`src/rtl/src_dp_pkg.sv`:
```
// Shared types and field positions for the parametrised Mini SRC datapath.
package src_dp_pkg;

  typedef enum logic [3:0] {
    ALU_ADD  = 4'd0,
    ALU_SUB  = 4'd1,
    ALU_AND  = 4'd2,
    ALU_OR   = 4'd3,
    ALU_SHL  = 4'd4,
    ALU_SHR  = 4'd5,
    ALU_SHRA = 4'd6,
    ALU_ROL  = 4'd7,
    ALU_ROR  = 4'd8,
    ALU_NEG  = 4'd9,
    ALU_NOT  = 4'd10,
    ALU_MUL  = 4'd11,
    ALU_DIV  = 4'd12
  } alu_op_e;

  typedef enum logic [2:0] {
    SRC_HI     = 3'd0,
    SRC_LO     = 3'd1,
    SRC_ZHI    = 3'd2,
    SRC_ZLO    = 3'd3,
    SRC_PC     = 3'd4,
    SRC_MDR    = 3'd5,
    SRC_INPORT = 3'd6,
    SRC_CSIGN  = 3'd7
  } src_sel_e;

  typedef enum logic [1:0] {
    MD_IDLE = 2'd0,
    MD_RUN  = 2'd1,
    MD_FIX  = 2'd2
  } md_state_e;

  typedef enum logic [0:0] {
    MEM_IDLE = 1'b0,
    MEM_REQ  = 1'b1
  } mem_state_e;

  localparam int CSIGN_MSB  = 18;
  localparam int COND_LSB   = 19;
  localparam int COND_MSB   = 20;
  localparam int IR_FIELD_W = COND_MSB + 1;

endpackage

```
`src/rtl/src_datapath_p_muldiv.sv`:
```
// Sequential signed MUL (shift-add) / DIV (restoring) on operand magnitudes,
// with a final sign fix-up cycle that presents the Z result.
module seq_muldiv
  import src_dp_pkg::*;
#(
  parameter int WIDTH = 32
) (
  input  logic             clk,
  input  logic             clr,
  input  logic             start,
  input  logic             op_div,
  input  logic [WIDTH-1:0] a,
  input  logic [WIDTH-1:0] b,
  output logic             busy,
  output logic             done,
  output logic             fix,
  output logic [WIDTH-1:0] res_hi,
  output logic [WIDTH-1:0] res_lo
);

  localparam int CNT_W = $clog2(WIDTH);

  md_state_e        state_r;
  logic [CNT_W-1:0] cnt_r;
  logic             div_r, neg_a_r, neg_b_r, b_zero_r, done_r;
  logic [WIDTH-1:0] dvd_r, mcand_r, acc_r, mq_r;
  logic [WIDTH-1:0] a_mag_s, b_mag_s, acc_nx_s, mq_nx_s, q_s, r_s;
  logic [WIDTH:0]   sum_s, shl_s, trial_s;
  logic [2*WIDTH-1:0] prod_s;

  // One iteration of shift-add or restoring division, plus final sign fix-up.
  always_comb begin
    a_mag_s = a[WIDTH-1] ? -a : a;
    b_mag_s = b[WIDTH-1] ? -b : b;
    sum_s   = {1'b0, acc_r} + (mq_r[0] ? {1'b0, mcand_r} : {(WIDTH+1){1'b0}});
    shl_s   = {acc_r, mq_r[WIDTH-1]};
    trial_s = shl_s - {1'b0, mcand_r};
    if (div_r) begin
      if (trial_s[WIDTH]) begin
        acc_nx_s = shl_s[WIDTH-1:0];
        mq_nx_s  = {mq_r[WIDTH-2:0], 1'b0};
      end else begin
        acc_nx_s = trial_s[WIDTH-1:0];
        mq_nx_s  = {mq_r[WIDTH-2:0], 1'b1};
      end
    end else begin
      acc_nx_s = sum_s[WIDTH:1];
      mq_nx_s  = {sum_s[0], mq_r[WIDTH-1:1]};
    end
    prod_s = (neg_a_r ^ neg_b_r) ? -{acc_r, mq_r} : {acc_r, mq_r};
    q_s    = (neg_a_r ^ neg_b_r) ? -mq_r : mq_r;
    r_s    = neg_a_r ? -acc_r : acc_r;
    if (!div_r) begin
      res_hi = prod_s[2*WIDTH-1:WIDTH];
      res_lo = prod_s[WIDTH-1:0];
    end else if (b_zero_r) begin
      res_hi = dvd_r;
      res_lo = {WIDTH{1'b1}};
    end else begin
      res_hi = r_s;
      res_lo = q_s;
    end
  end

  // Operand capture and IDLE -> RUN (WIDTH steps) -> FIX -> IDLE sequencing.
  always_ff @(posedge clk or posedge clr) begin
    if (clr) begin
      state_r  <= MD_IDLE;
      cnt_r    <= {CNT_W{1'b0}};
      div_r    <= 1'b0;
      neg_a_r  <= 1'b0;
      neg_b_r  <= 1'b0;
      b_zero_r <= 1'b0;
      done_r   <= 1'b0;
      dvd_r    <= {WIDTH{1'b0}};
      mcand_r  <= {WIDTH{1'b0}};
      acc_r    <= {WIDTH{1'b0}};
      mq_r     <= {WIDTH{1'b0}};
    end else begin
      done_r <= 1'b0;
      case (state_r)
        MD_IDLE: begin
          if (start) begin
            state_r  <= MD_RUN;
            cnt_r    <= {CNT_W{1'b0}};
            div_r    <= op_div;
            neg_a_r  <= a[WIDTH-1];
            neg_b_r  <= b[WIDTH-1];
            b_zero_r <= (b == {WIDTH{1'b0}});
            dvd_r    <= a;
            mcand_r  <= b_mag_s;
            acc_r    <= {WIDTH{1'b0}};
            mq_r     <= a_mag_s;
          end
        end
        MD_RUN: begin
          acc_r <= acc_nx_s;
          mq_r  <= mq_nx_s;
          cnt_r <= cnt_r + {{(CNT_W-1){1'b0}}, 1'b1};
          if (cnt_r == CNT_W'(WIDTH - 1)) begin
            state_r <= MD_FIX;
          end
        end
        MD_FIX: begin
          state_r <= MD_IDLE;
          done_r  <= 1'b1;
        end
        default: state_r <= MD_IDLE;
      endcase
    end
  end

  assign busy = (state_r != MD_IDLE);
  assign fix  = (state_r == MD_FIX);
  assign done = done_r;

endmodule

```
`src/rtl/src_datapath_p.sv`:
```
// Parametrised single-bus Mini SRC datapath: register file, bus mux, ALU,
// sequential MUL/DIV, req/ack memory interface and branch condition flop.
module src_datapath_p
  import src_dp_pkg::*;
#(
  parameter int WIDTH  = 32,
  parameter int NREG   = 16,
  parameter int ADDR_W = 9
) (
  input  logic                    clk,
  input  logic                    clr,
  input  logic                    reg_out,
  input  logic [$clog2(NREG)-1:0] reg_rsel,
  input  logic                    ba_out,
  input  logic [2:0]              src_sel,
  input  logic                    reg_en,
  input  logic [$clog2(NREG)-1:0] reg_wsel,
  input  logic                    y_en,
  input  logic                    z_en,
  input  logic                    hi_en,
  input  logic                    lo_en,
  input  logic                    ir_en,
  input  logic                    mar_en,
  input  logic                    outp_en,
  input  logic                    pc_en,
  input  logic                    pc_inc,
  input  logic                    mdr_en,
  input  logic [3:0]              alu_op,
  input  logic                    alu_start,
  input  logic                    con_in,
  input  logic                    mem_start,
  input  logic                    mem_we,
  output logic                    mem_req,
  output logic                    mem_wr,
  input  logic                    mem_ack,
  output logic [ADDR_W-1:0]       mem_addr,
  output logic [WIDTH-1:0]        mem_wdata,
  input  logic [WIDTH-1:0]        mem_rdata,
  input  logic [WIDTH-1:0]        in_port,
  output logic [WIDTH-1:0]        out_port,
  output logic [WIDTH-1:0]        bus,
  output logic [WIDTH-1:0]        ir,
  output logic                    con,
  output logic                    md_busy,
  output logic                    md_done,
  output logic                    mem_busy,
  output logic                    mem_done
);

  localparam int SEL_W = $clog2(NREG);
  localparam int SH_W  = $clog2(WIDTH);
  localparam int CS_W  = (WIDTH > CSIGN_MSB + 1) ? WIDTH : CSIGN_MSB + 1;
  localparam logic [SH_W:0] WIDTH_L = (SH_W + 1)'(WIDTH);

  logic [WIDTH-1:0]  regs_r [NREG];
  logic [WIDTH-1:0]  pc_r, ir_r, y_r, zhi_r, zlo_r, hi_r, lo_r, mdr_r, out_r;
  logic [ADDR_W-1:0] mar_r;
  logic              con_r, mem_wr_r, mem_done_r;
  mem_state_e        mem_state_r;

  logic [WIDTH-1:0]      bus_s, alu_res_s, csign_s, md_hi_s, md_lo_s;
  logic [IR_FIELD_W-1:0] ir_f_s;
  logic [CS_W-1:0]       csign_full_s;
  logic [SH_W-1:0]       shamt_s;
  logic [SH_W:0]         rsh_s;
  logic                  con_nx_s, md_busy_s, md_fix_s, md_start_s, is_md_s;

  // IR fields are read through a fixed-width view so narrow words still elaborate.
  always_comb begin
    ir_f_s       = IR_FIELD_W'(ir_r);
    csign_full_s = CS_W'($signed(ir_f_s[CSIGN_MSB:0]));
    csign_s      = csign_full_s[WIDTH-1:0];
  end

  // Shared bus source selection.
  always_comb begin
    if (reg_out) begin
      if (ba_out && (reg_rsel == {SEL_W{1'b0}})) begin
        bus_s = {WIDTH{1'b0}};
      end else begin
        bus_s = regs_r[reg_rsel];
      end
    end else begin
      case (src_sel_e'(src_sel))
        SRC_HI:     bus_s = hi_r;
        SRC_LO:     bus_s = lo_r;
        SRC_ZHI:    bus_s = zhi_r;
        SRC_ZLO:    bus_s = zlo_r;
        SRC_PC:     bus_s = pc_r;
        SRC_MDR:    bus_s = mdr_r;
        SRC_INPORT: bus_s = in_port;
        SRC_CSIGN:  bus_s = csign_s;
        default:    bus_s = {WIDTH{1'b0}};
      endcase
    end
  end

  // Single-cycle ALU, A = Y and B = bus; rotates combine two opposite shifts.
  always_comb begin
    shamt_s = bus_s[SH_W-1:0];
    rsh_s   = WIDTH_L - {1'b0, shamt_s};
    case (alu_op_e'(alu_op))
      ALU_ADD:  alu_res_s = y_r + bus_s;
      ALU_SUB:  alu_res_s = y_r - bus_s;
      ALU_AND:  alu_res_s = y_r & bus_s;
      ALU_OR:   alu_res_s = y_r | bus_s;
      ALU_SHL:  alu_res_s = y_r << shamt_s;
      ALU_SHR:  alu_res_s = y_r >> shamt_s;
      ALU_SHRA: alu_res_s = $signed(y_r) >>> shamt_s;
      ALU_ROL:  alu_res_s = (y_r << shamt_s) | (y_r >> rsh_s);
      ALU_ROR:  alu_res_s = (y_r >> shamt_s) | (y_r << rsh_s);
      ALU_NEG:  alu_res_s = -bus_s;
      ALU_NOT:  alu_res_s = ~bus_s;
      default:  alu_res_s = {WIDTH{1'b0}};
    endcase
  end

  // Branch condition from IR[20:19] against the bus.
  always_comb begin
    case (ir_f_s[COND_MSB:COND_LSB])
      2'b00:   con_nx_s = 1'b1;
      2'b01:   con_nx_s = 1'b0;
      2'b10:   con_nx_s = (bus_s == {WIDTH{1'b0}});
      2'b11:   con_nx_s = (bus_s != {WIDTH{1'b0}});
      default: con_nx_s = 1'b0;
    endcase
  end

  assign is_md_s    = (alu_op_e'(alu_op) == ALU_MUL) || (alu_op_e'(alu_op) == ALU_DIV);
  assign md_start_s = alu_start && !md_busy_s && is_md_s;

  seq_muldiv #(.WIDTH(WIDTH)) u_muldiv (
    .clk    (clk),
    .clr    (clr),
    .start  (md_start_s),
    .op_div (alu_op_e'(alu_op) == ALU_DIV),
    .a      (y_r),
    .b      (bus_s),
    .busy   (md_busy_s),
    .done   (md_done),
    .fix    (md_fix_s),
    .res_hi (md_hi_s),
    .res_lo (md_lo_s)
  );

  // General register file; R0 is a real register, zeroed only on the bus by ba_out.
  always_ff @(posedge clk or posedge clr) begin
    if (clr) begin
      for (int i = 0; i < NREG; i++) begin
        regs_r[i] <= {WIDTH{1'b0}};
      end
    end else if (reg_en) begin
      regs_r[reg_wsel] <= bus_s;
    end
  end

  // Special registers; a finishing MUL/DIV owns Z, and a launch suppresses z_en.
  always_ff @(posedge clk or posedge clr) begin
    if (clr) begin
      pc_r  <= {WIDTH{1'b0}};
      ir_r  <= {WIDTH{1'b0}};
      y_r   <= {WIDTH{1'b0}};
      zhi_r <= {WIDTH{1'b0}};
      zlo_r <= {WIDTH{1'b0}};
      hi_r  <= {WIDTH{1'b0}};
      lo_r  <= {WIDTH{1'b0}};
      out_r <= {WIDTH{1'b0}};
      con_r <= 1'b0;
    end else begin
      if (pc_en) pc_r <= bus_s;
      else if (pc_inc) pc_r <= pc_r + {{(WIDTH-1){1'b0}}, 1'b1};
      if (ir_en)   ir_r  <= bus_s;
      if (y_en)    y_r   <= bus_s;
      if (hi_en)   hi_r  <= bus_s;
      if (lo_en)   lo_r  <= bus_s;
      if (outp_en) out_r <= bus_s;
      if (con_in)  con_r <= con_nx_s;
      if (md_fix_s) begin
        zhi_r <= md_hi_s;
        zlo_r <= md_lo_s;
      end else if (z_en && !md_busy_s && !alu_start) begin
        zhi_r <= {WIDTH{1'b0}};
        zlo_r <= alu_res_s;
      end
    end
  end

  // Memory handshake: MAR/MDR frozen while a request is outstanding.
  always_ff @(posedge clk or posedge clr) begin
    if (clr) begin
      mem_state_r <= MEM_IDLE;
      mem_wr_r    <= 1'b0;
      mem_done_r  <= 1'b0;
      mar_r       <= {ADDR_W{1'b0}};
      mdr_r       <= {WIDTH{1'b0}};
    end else begin
      mem_done_r <= 1'b0;
      case (mem_state_r)
        MEM_IDLE: begin
          if (mar_en) mar_r <= bus_s[ADDR_W-1:0];
          if (mdr_en) mdr_r <= bus_s;
          if (mem_start) begin
            mem_state_r <= MEM_REQ;
            mem_wr_r    <= mem_we;
          end
        end
        MEM_REQ: begin
          if (mem_ack) begin
            mem_state_r <= MEM_IDLE;
            mem_wr_r    <= 1'b0;
            mem_done_r  <= 1'b1;
            if (!mem_wr_r) mdr_r <= mem_rdata;
          end
        end
        default: mem_state_r <= MEM_IDLE;
      endcase
    end
  end

  assign bus       = bus_s;
  assign ir        = ir_r;
  assign con       = con_r;
  assign out_port  = out_r;
  assign md_busy   = md_busy_s;
  assign mem_req   = (mem_state_r == MEM_REQ);
  assign mem_busy  = (mem_state_r == MEM_REQ);
  assign mem_wr    = mem_wr_r;
  assign mem_done  = mem_done_r;
  assign mem_addr  = mar_r;
  assign mem_wdata = mdr_r;

endmodule
```
`config.mk`:
```
export PLATFORM = sky130hd
export DESIGN_NAME = src_datapath_p
export DESIGN_NICKNAME = d
export VERILOG_FILES = /design/src/rtl/src_dp_pkg.sv /design/src/rtl/src_datapath_p_muldiv.sv /design/src/rtl/src_datapath_p.sv
export SDC_FILE = /design/constraint.sdc
export NUM_CORES = 2
export LEC_CHECK = 0
export CORE_UTILIZATION = 35
export DETAILED_ROUTE_END_ITERATION = 7
export DONT_BUFFER_PORTS = 1
export SLEW_MARGIN = 20
export SYNTH_ARGS = -nofsm -noshare
export SYNTH_HDL_FRONTEND = slang
export SYNTH_HIERARCHICAL = 1
export SYNTH_SLANG_ARGS = --single-unit
```
`constraint.sdc`:
```
create_clock -name clk -period 30.1 [get_ports clk]
set_clock_uncertainty 0.2 [all_clocks]
set_input_delay 4.515 -clock clk [delete_from_list [all_inputs] [get_ports clk]]
set_output_delay 4.515 -clock clk [all_outputs]
set_load 0.02 [all_outputs]
```
* Word-level counts from Yosys, hierarchy flattened
Index checks and enable logic that the tools add are counted.
** Storage, ports and cells
- Register bits after elaboration :: 953
- Input bits :: 99
- Output and inout port bits :: 144
- Word-level logic and storage cells :: 180
** Operators by class
- $add $sub $neg :: 12
- Magnitude comparators :: 3
- Equality and inequality tests :: 31
- Shift-type cells :: 5
- Muxes and demuxes :: 53
- Bitwise gates (word level) :: 9
- Reductions and logical operators :: 26
** Operator list (count)
- $mux W32 :: 28
- $bwmux W512 :: 1
- $pmux W32 S11 :: 1
- $pmux W32 S8 :: 1
- $pmux W32 S2 :: 3
- $bmux W32 S4 :: 1
- $demux W32 S4 :: 1
- $neg A32 Y32 :: 4
- $or A32 B32 Y32 :: 3
- $mux W64 :: 1
- $neg A64 Y64 :: 1
- $add A32 B33 Y33 :: 1
- $sub A33 B32 Y33 :: 1
- $add A32 B1 Y32 const B :: 1
- $add A32 B32 Y32 :: 1
- $and A32 B32 Y32 :: 1
- $logic_not A32 Y1 :: 1
- $not A32 Y32 :: 1
- $reduce_bool A32 Y1 :: 1
- $shl A32 B5 Y32 :: 1
- $shl A32 B6 Y32 :: 1
- $shr A32 B5 Y32 :: 1
- $shr A32 B6 Y32 :: 1
- $sshr A32 B5 Y32 :: 1
- other kinds (36) :: 81

* Depth between registers and ports, before layout
- Depth after elaboration :: 12
- Gate-level depth with buffers :: 26
- Gate-level depth less buffers :: 19

* By module
Netlist, hierarchy kept.
** By module, submodules not included
- src_datapath_p :: times used 1, cells an instance 5612, area each 49879.1 µm², sequential area each 20344.5 µm²
- seq_muldiv :: times used 1, cells an instance 1790, area each 13555.5 µm², sequential area each 3478.3 µm²

* Worst setup path after synthesis
OpenSTA, ideal clock, no wires.
- Kind :: input port to output port
- From :: input port src_sel[2]
- To :: output port bus[3]
- Arrival :: 6.845 ns
- Data required time :: 25.385 ns
- Setup slack :: 18.540 ns
- Stages on the path :: 11
- Buffers on the path :: 6
- Cells stage by stage :: buf_2 nor2b_1 buf_2 a221oi_1 o221ai_1 and3_1 inv_1 buf_2 buf_2 buf_2 buf_1
** Between the ends
- Cells in the longest elaborated chain, start to end :: 3
- Elaborated cells between the ends (all ways) :: 10
- Those cells by class :: eq/ne (7); mux (2); reduce/logical (1)
** Ends and longest elaborated chain
- start, declared :: RTL line src_datapath_p.sv:15 : input logic [2:0] src_sel,
- $eq A3 B3 Y1, or another cell as far along :: RTL line src_datapath_p.sv:84 : case (src_sel_e'(src_sel))
- $pmux W32 S8 * :: RTL line src_datapath_p.sv:84
- $mux W32 * :: RTL line src_datapath_p.sv:77 : if (reg_out) begin
- end, declared :: RTL line src_datapath_p.sv:41 : output logic [WIDTH-1:0] bus,
Mark *: on every way between the ends. The rest lies on a longest branch, timed or not.

* Worst setup path after layout
Same ends and word-level chain as after synthesis.

==> flow_summary.html <==
<table>
<tr><th>Metric</th><th>Value</th></tr>
<tr><th colspan="2">Status</th></tr>
<tr><td>Status</td><td>finished with violations</td></tr>
<tr><td>Violated checks</td><td>design-rule violations</td></tr>
<tr><th colspan="2">Synthesis</th></tr>
<tr><td>Avg Inst Size Synth</td><td>8.570 µm²</td></tr>
<tr><td>Register bit total from synthesis</td><td>952</td></tr>
<tr><td>Total nets after synthesis</td><td>7674</td></tr>
<tr><td>Gate Count Post-Synth</td><td>7402</td></tr>
<tr><td>Top flip-flop cell by instance count after synthesis</td><td>dfrtp_1</td></tr>
<tr><td>Netlist Area Pre-Place</td><td>0.06343 mm²</td></tr>
<tr><td>Number of enable-type register cells in the synthesized netlist</td><td>0</td></tr>
<tr><td>Total number of yosys warnings</td><td>6</td></tr>
<tr><td>Sequential cell area fraction in the yosys report</td><td>37.55%</td></tr>
<tr><td>Post-synthesis cell type count</td><td>108</td></tr>
<tr><td>Fraction of registers with async set or reset after synthesis</td><td>100.0%</td></tr>
<tr><th colspan="2">GRT</th></tr>
<tr><td>Antenna violations before repair</td><td>47</td></tr>
<tr><td>Remaining global-route overflow</td><td>0</td></tr>
<tr><td>Number of global-route vias before repair</td><td>~58000</td></tr>
<tr><td>Total global-route track usage</td><td>34.92%</td></tr>
<tr><td>Largest net degree at the start of global routing</td><td>155</td></tr>
<tr><td>Global-route wire length before repair</td><td>454600 µm</td></tr>
<tr><th colspan="2">Drt</th></tr>
<tr><td>Count of TritonRoute iterations in the first routing pass</td><td>8</td></tr>
<tr><td>WL per Instance</td><td>around 34 µm</td></tr>
<tr><td>Vias per inst</td><td>between 6 and 7</td></tr>
<tr><td>Vias after detailed routing</td><td>61750</td></tr>
<tr><td>Iteration-0 DRC count of the detailed router</td><td>8383</td></tr>
<tr><td>DRC violations left</td><td>13</td></tr>
<tr><td>Total routed wirelength</td><td>326600 µm</td></tr>
<tr><td>Remaining antenna violation count</td><td>0</td></tr>
<tr><th colspan="2">Clock tree</th></tr>
<tr><td>Post-CTS Setup Bufs</td><td>0</td></tr>
<tr><td>Sinks on the clock net</td><td>952</td></tr>
<tr><td># hold bufs at CTS</td><td>0</td></tr>
<tr><td>Later-pin clock latency in the skew report</td><td>0.77 ns</td></tr>
<tr><td>Cells resized by post-CTS repair</td><td>0</td></tr>
<tr><td>Clock tree from TritonCTS</td><td>done</td></tr>
<tr><td>Buffer cell driving the clock tree root</td><td>clkbuf_16</td></tr>
<tr><td>Clock Pin Slew Worst Setup and Hold Paths</td><td>0.06 ns</td></tr>
<tr><td>Maximum count of clock buffers along a single path</td><td>3</td></tr>
<tr><td>Num CTS Buffers</td><td>around 100</td></tr>
<tr><td>H-Tree Depth</td><td>3</td></tr>
<tr><th colspan="2">Floorplan</th></tr>
<tr><td>Height of the chip</td><td>427.7 µm</td></tr>
<tr><td>Initial core utilization</td><td>roughly 35%</td></tr>
<tr><td>Placeable core region</td><td>between 0.15 and 0.2 mm²</td></tr>
<tr><td>Area enclosed by the die boundary</td><td>0.1829 mm²</td></tr>
<tr><td>Total I/O pin count</td><td>~240</td></tr>
<tr><td>DIE WIDTH</td><td>roughly 430 µm</td></tr>
<tr><td>Core Rows</td><td>approximately 160</td></tr>
<tr><th colspan="2">Pwr</th></tr>
<tr><td>Worst ir drop on vdd</td><td>0.06245 mV</td></tr>
<tr><td>Power density over the cells</td><td>99.16 mW/mm²</td></tr>
<tr><td>Clock network fraction of design power</td><td>19.1%</td></tr>
<tr><td>Switching part of the total</td><td>approximately half</td></tr>
<tr><td>Net Switching</td><td>0.003349 W</td></tr>
<tr><td>Internal power</td><td>about 0.0035 W</td></tr>
<tr><td>Portion of total power attributed to sequential cells</td><td>between 20% and 30%</td></tr>
<tr><td>Relative contribution of combinational cells to total power</td><td>51.3%</td></tr>
<tr><td>Leak pwr</td><td>29.09 nW</td></tr>
<tr><th colspan="2">Timing</th></tr>
<tr><td>Count of final max-slew check failures</td><td>0</td></tr>
<tr><td>Setup TNS</td><td>0 ns</td></tr>
<tr><td>Maximum clock rate</td><td>85.11 MHz</td></tr>
<tr><td>Worst slew margin relative to its limit</td><td>8.303%</td></tr>
<tr><td>Post-layout min period</td><td>11.75 ns</td></tr>
<tr><td>Number of hold-slack violations in the final timing report</td><td>0</td></tr>
<tr><td>Unrepaired setup endpoints after global routing</td><td>false</td></tr>
<tr><td>Count of endpoints failing setup in the final report</td><td>0</td></tr>
<tr><td>Slew at the pin with the worst max-slew slack</td><td>1.361 ns</td></tr>
<tr><td>Post-route clock period utilization</td><td>39.04%</td></tr>
<tr><th colspan="2">Critical path</th></tr>
<tr><td>Required @ worst endpoint</td><td>25.39 ns</td></tr>
<tr><td>Crit. Startpoint</td><td>src_sel[2]</td></tr>
<tr><td>Worst reg2reg startpoint</td><td>mem_wdata[0]</td></tr>
<tr><td>Path depth of the worst reg2reg path</td><td>20</td></tr>
<tr><td>WP data arrival</td><td>7.03 ns</td></tr>
<tr><td>Kind of end point of the critical path</td><td>output pin</td></tr>
<tr><td>Launching element type of the critical path</td><td>primary input</td></tr>
<tr><td>Maximum fanout along the worst path</td><td>64</td></tr>
<tr><td>Type of the setup path with the least slack</td><td>primary input to output pin</td></tr>
<tr><th colspan="2">Cells and area</th></tr>
<tr><td>Number of fillers in the final layout</td><td>18180</td></tr>
<tr><td>Layout net count</td><td>7356</td></tr>
<tr><td>Synthesis-to-layout area growth</td><td>9.152%</td></tr>
<tr><td>Final Cell Area</td><td>0.06924 mm²</td></tr>
<tr><td>Commonest cells after routing, fill and taps aside</td><td>dfrtp_1 (944), nor2_1 (878), a21oi_1 (840), nand2_1 (808), o21ai_0 (599)</td></tr>
<tr><td>Proportion of layout cells with a drive suffix above 1</td><td>10.02%</td></tr>
<tr><td>Most common cell after layout, fill and taps aside</td><td>dfrtp_1</td></tr>
<tr><th colspan="2">Placement</th></tr>
<tr><td>Area post-placement</td><td>0.06569 mm²</td></tr>
<tr><td>Final HPWL from detailed placement</td><td>229000 µm</td></tr>
<tr><td>Placer's final routability congestion estimate</td><td>1.069</td></tr>
<tr><td>Total of buffers placed on input and output ports</td><td>0</td></tr>
<tr><th colspan="2">Run</th></tr>
<tr><td>Max cap viols</td><td>0</td></tr>
<tr><th colspan="2">Min path</th></tr>
<tr><td>Origin of the worst min-delay path</td><td>regs_r[453]</td></tr>
<tr><td>Classification of the worst-slack hold path</td><td>register to register</td></tr>
<tr><td>WHS Path Cells</td><td>2</td></tr>
</table>
## worst paths after layout
| kind | endpoint | slack, ns |
|---|---|---|
| max in group asynchronous | y_r[10] | 22.15 |
| worst min-delay path | regs_r[453] | 0.28 |
| worst max-delay path | bus[3] | 18.35 |
| min in group asynchronous | mem_busy | 3.52 |
| worst max register to register | zlo_r[8] | 22.85 |
| worst min register to register | regs_r[453] | 0.28 |
## cell families after synthesis
family                     Yosys count  synth area share (%)
buffers and inverters              800                 5.166
AOI/OAI and AO/OA                 2442                 23.98
and+or+nand+nor                   2319                 16.07
xor gates and xnor gates           233                 3.217
adders and majority gates          173                 3.460
muxes                              483                 10.55
DFF                                952                 37.55
## per-layer routing
| metal | global-route usage, % | part of all wire (%) | vias to the layer above |
|---|---|---|---|
| met5 | 0 | 0.030 | - |
| met4 | 23.57 | 7.8 | 16 |
| met3 | 9.043 | 9.8 | 966 |
| met2 | 51.95 | 43 | 3779 |
| met1 | 44.46 | 39 | 30710 |
| li1 | - | - | 26280 |
## layout make-up
| type | count | area (µm²) | area share (%) |
|---|---|---|---|
| inverters | 168 | 648.1 | 0.9360 |
| flip-flops and latches | 952 | 23840 | 34.42 |
| multi-input cells | 5650 | 36660 | 52.95 |
| well taps | 2355 | 2947 | 4.256 |
| repair buffers | 209 | 1614 | 2.331 |
| clock buffers | 144 | 2952 | 4.263 |
| diodes | 38 | 95.09 | 0.1373 |
| clock inverters | 45 | 486.7 | 0.7029 |
## Yosys cell counts (74+ instances only)
master	number	area [µm²]
a211oi_1	78	585.6
a21oi_1	842	4214
buf_2	107	535.5
clkbuf_1	435	1633
dfrtp_1	952	23820
ha_1	169	2115
inv_1	161	604.3
mux2i_1	287	2873
mux4_2	143	3221
nand2_1	810	3040
nand3_1	138	690.7
nand4_1	74	462.9
nor2_1	892	3348
nor3_1	81	405.4
o211ai_1	95	713.2
o21ai_0	600	3003
o31ai_1	81	608.1
xnor2_1	116	1016
xor2_1	117	1025
## sequential cells by signal, summed over array words and instances (netlist names), 2 cells and up
signal and count:
lo_r 32, mem_addr 9, regs_r 512, zhi_r 32, y_r 32, mem_wdata 32
u_muldiv/acc_r 32, ir 32, out_port 32, u_muldiv/mq_r 32, u_muldiv/dvd_r 31, u_muldiv/cnt_r 5
hi_r 32, pc_r 32, u_muldiv/state_r 2, u_muldiv/mcand_r 32, zlo_r 32
## metrics by stage
| step | hold slack [ns] | instances | total power, W | worst slack, ns | util, % |
|---|---|---|---|---|---|
| finish | 0.2773 | 9561 | 0.006866 | 18.35 | 38.64 |
| global route | 0.2882 | 9539 | 0.007130 | 18.33 | 38.61 |
| floorplan | 0.2406 | 7402 | 0.004104 | 2.551 | - |
| detailed placement | 0.2622 | 9334 | 0.005414 | 18.48 | 36.66 |
| global placement | 0.2569 | 9334 | 0.005397 | 18.50 | 36.65 |
| CTS | 0.2775 | 9523 | 0.006739 | 18.48 | 38.58 |
## power groups by stage
stage / Combinational, W / Clock (W) / Sequential, W
after global routing: 0.00369 / 0.00138 / 0.00206
after detailed placement: 0.00338 / 0 / 0.00204
after global placement: 0.00337 / 0 / 0.00203
after floorplan: 0.00225 / 0 / 0.00186
final: 0.00352 / 0.00131 / 0.00203
after CTS: 0.00339 / 0.00133 / 0.00202
## worst max-delay path, stage by stage
cell and delay, ns:
nor2b_1 0.70, a221oi_1 0.21, o221ai_1 0.62, and3_4 0.48, clkinv_2 0.42
Power figures use the tool's default switching activity.
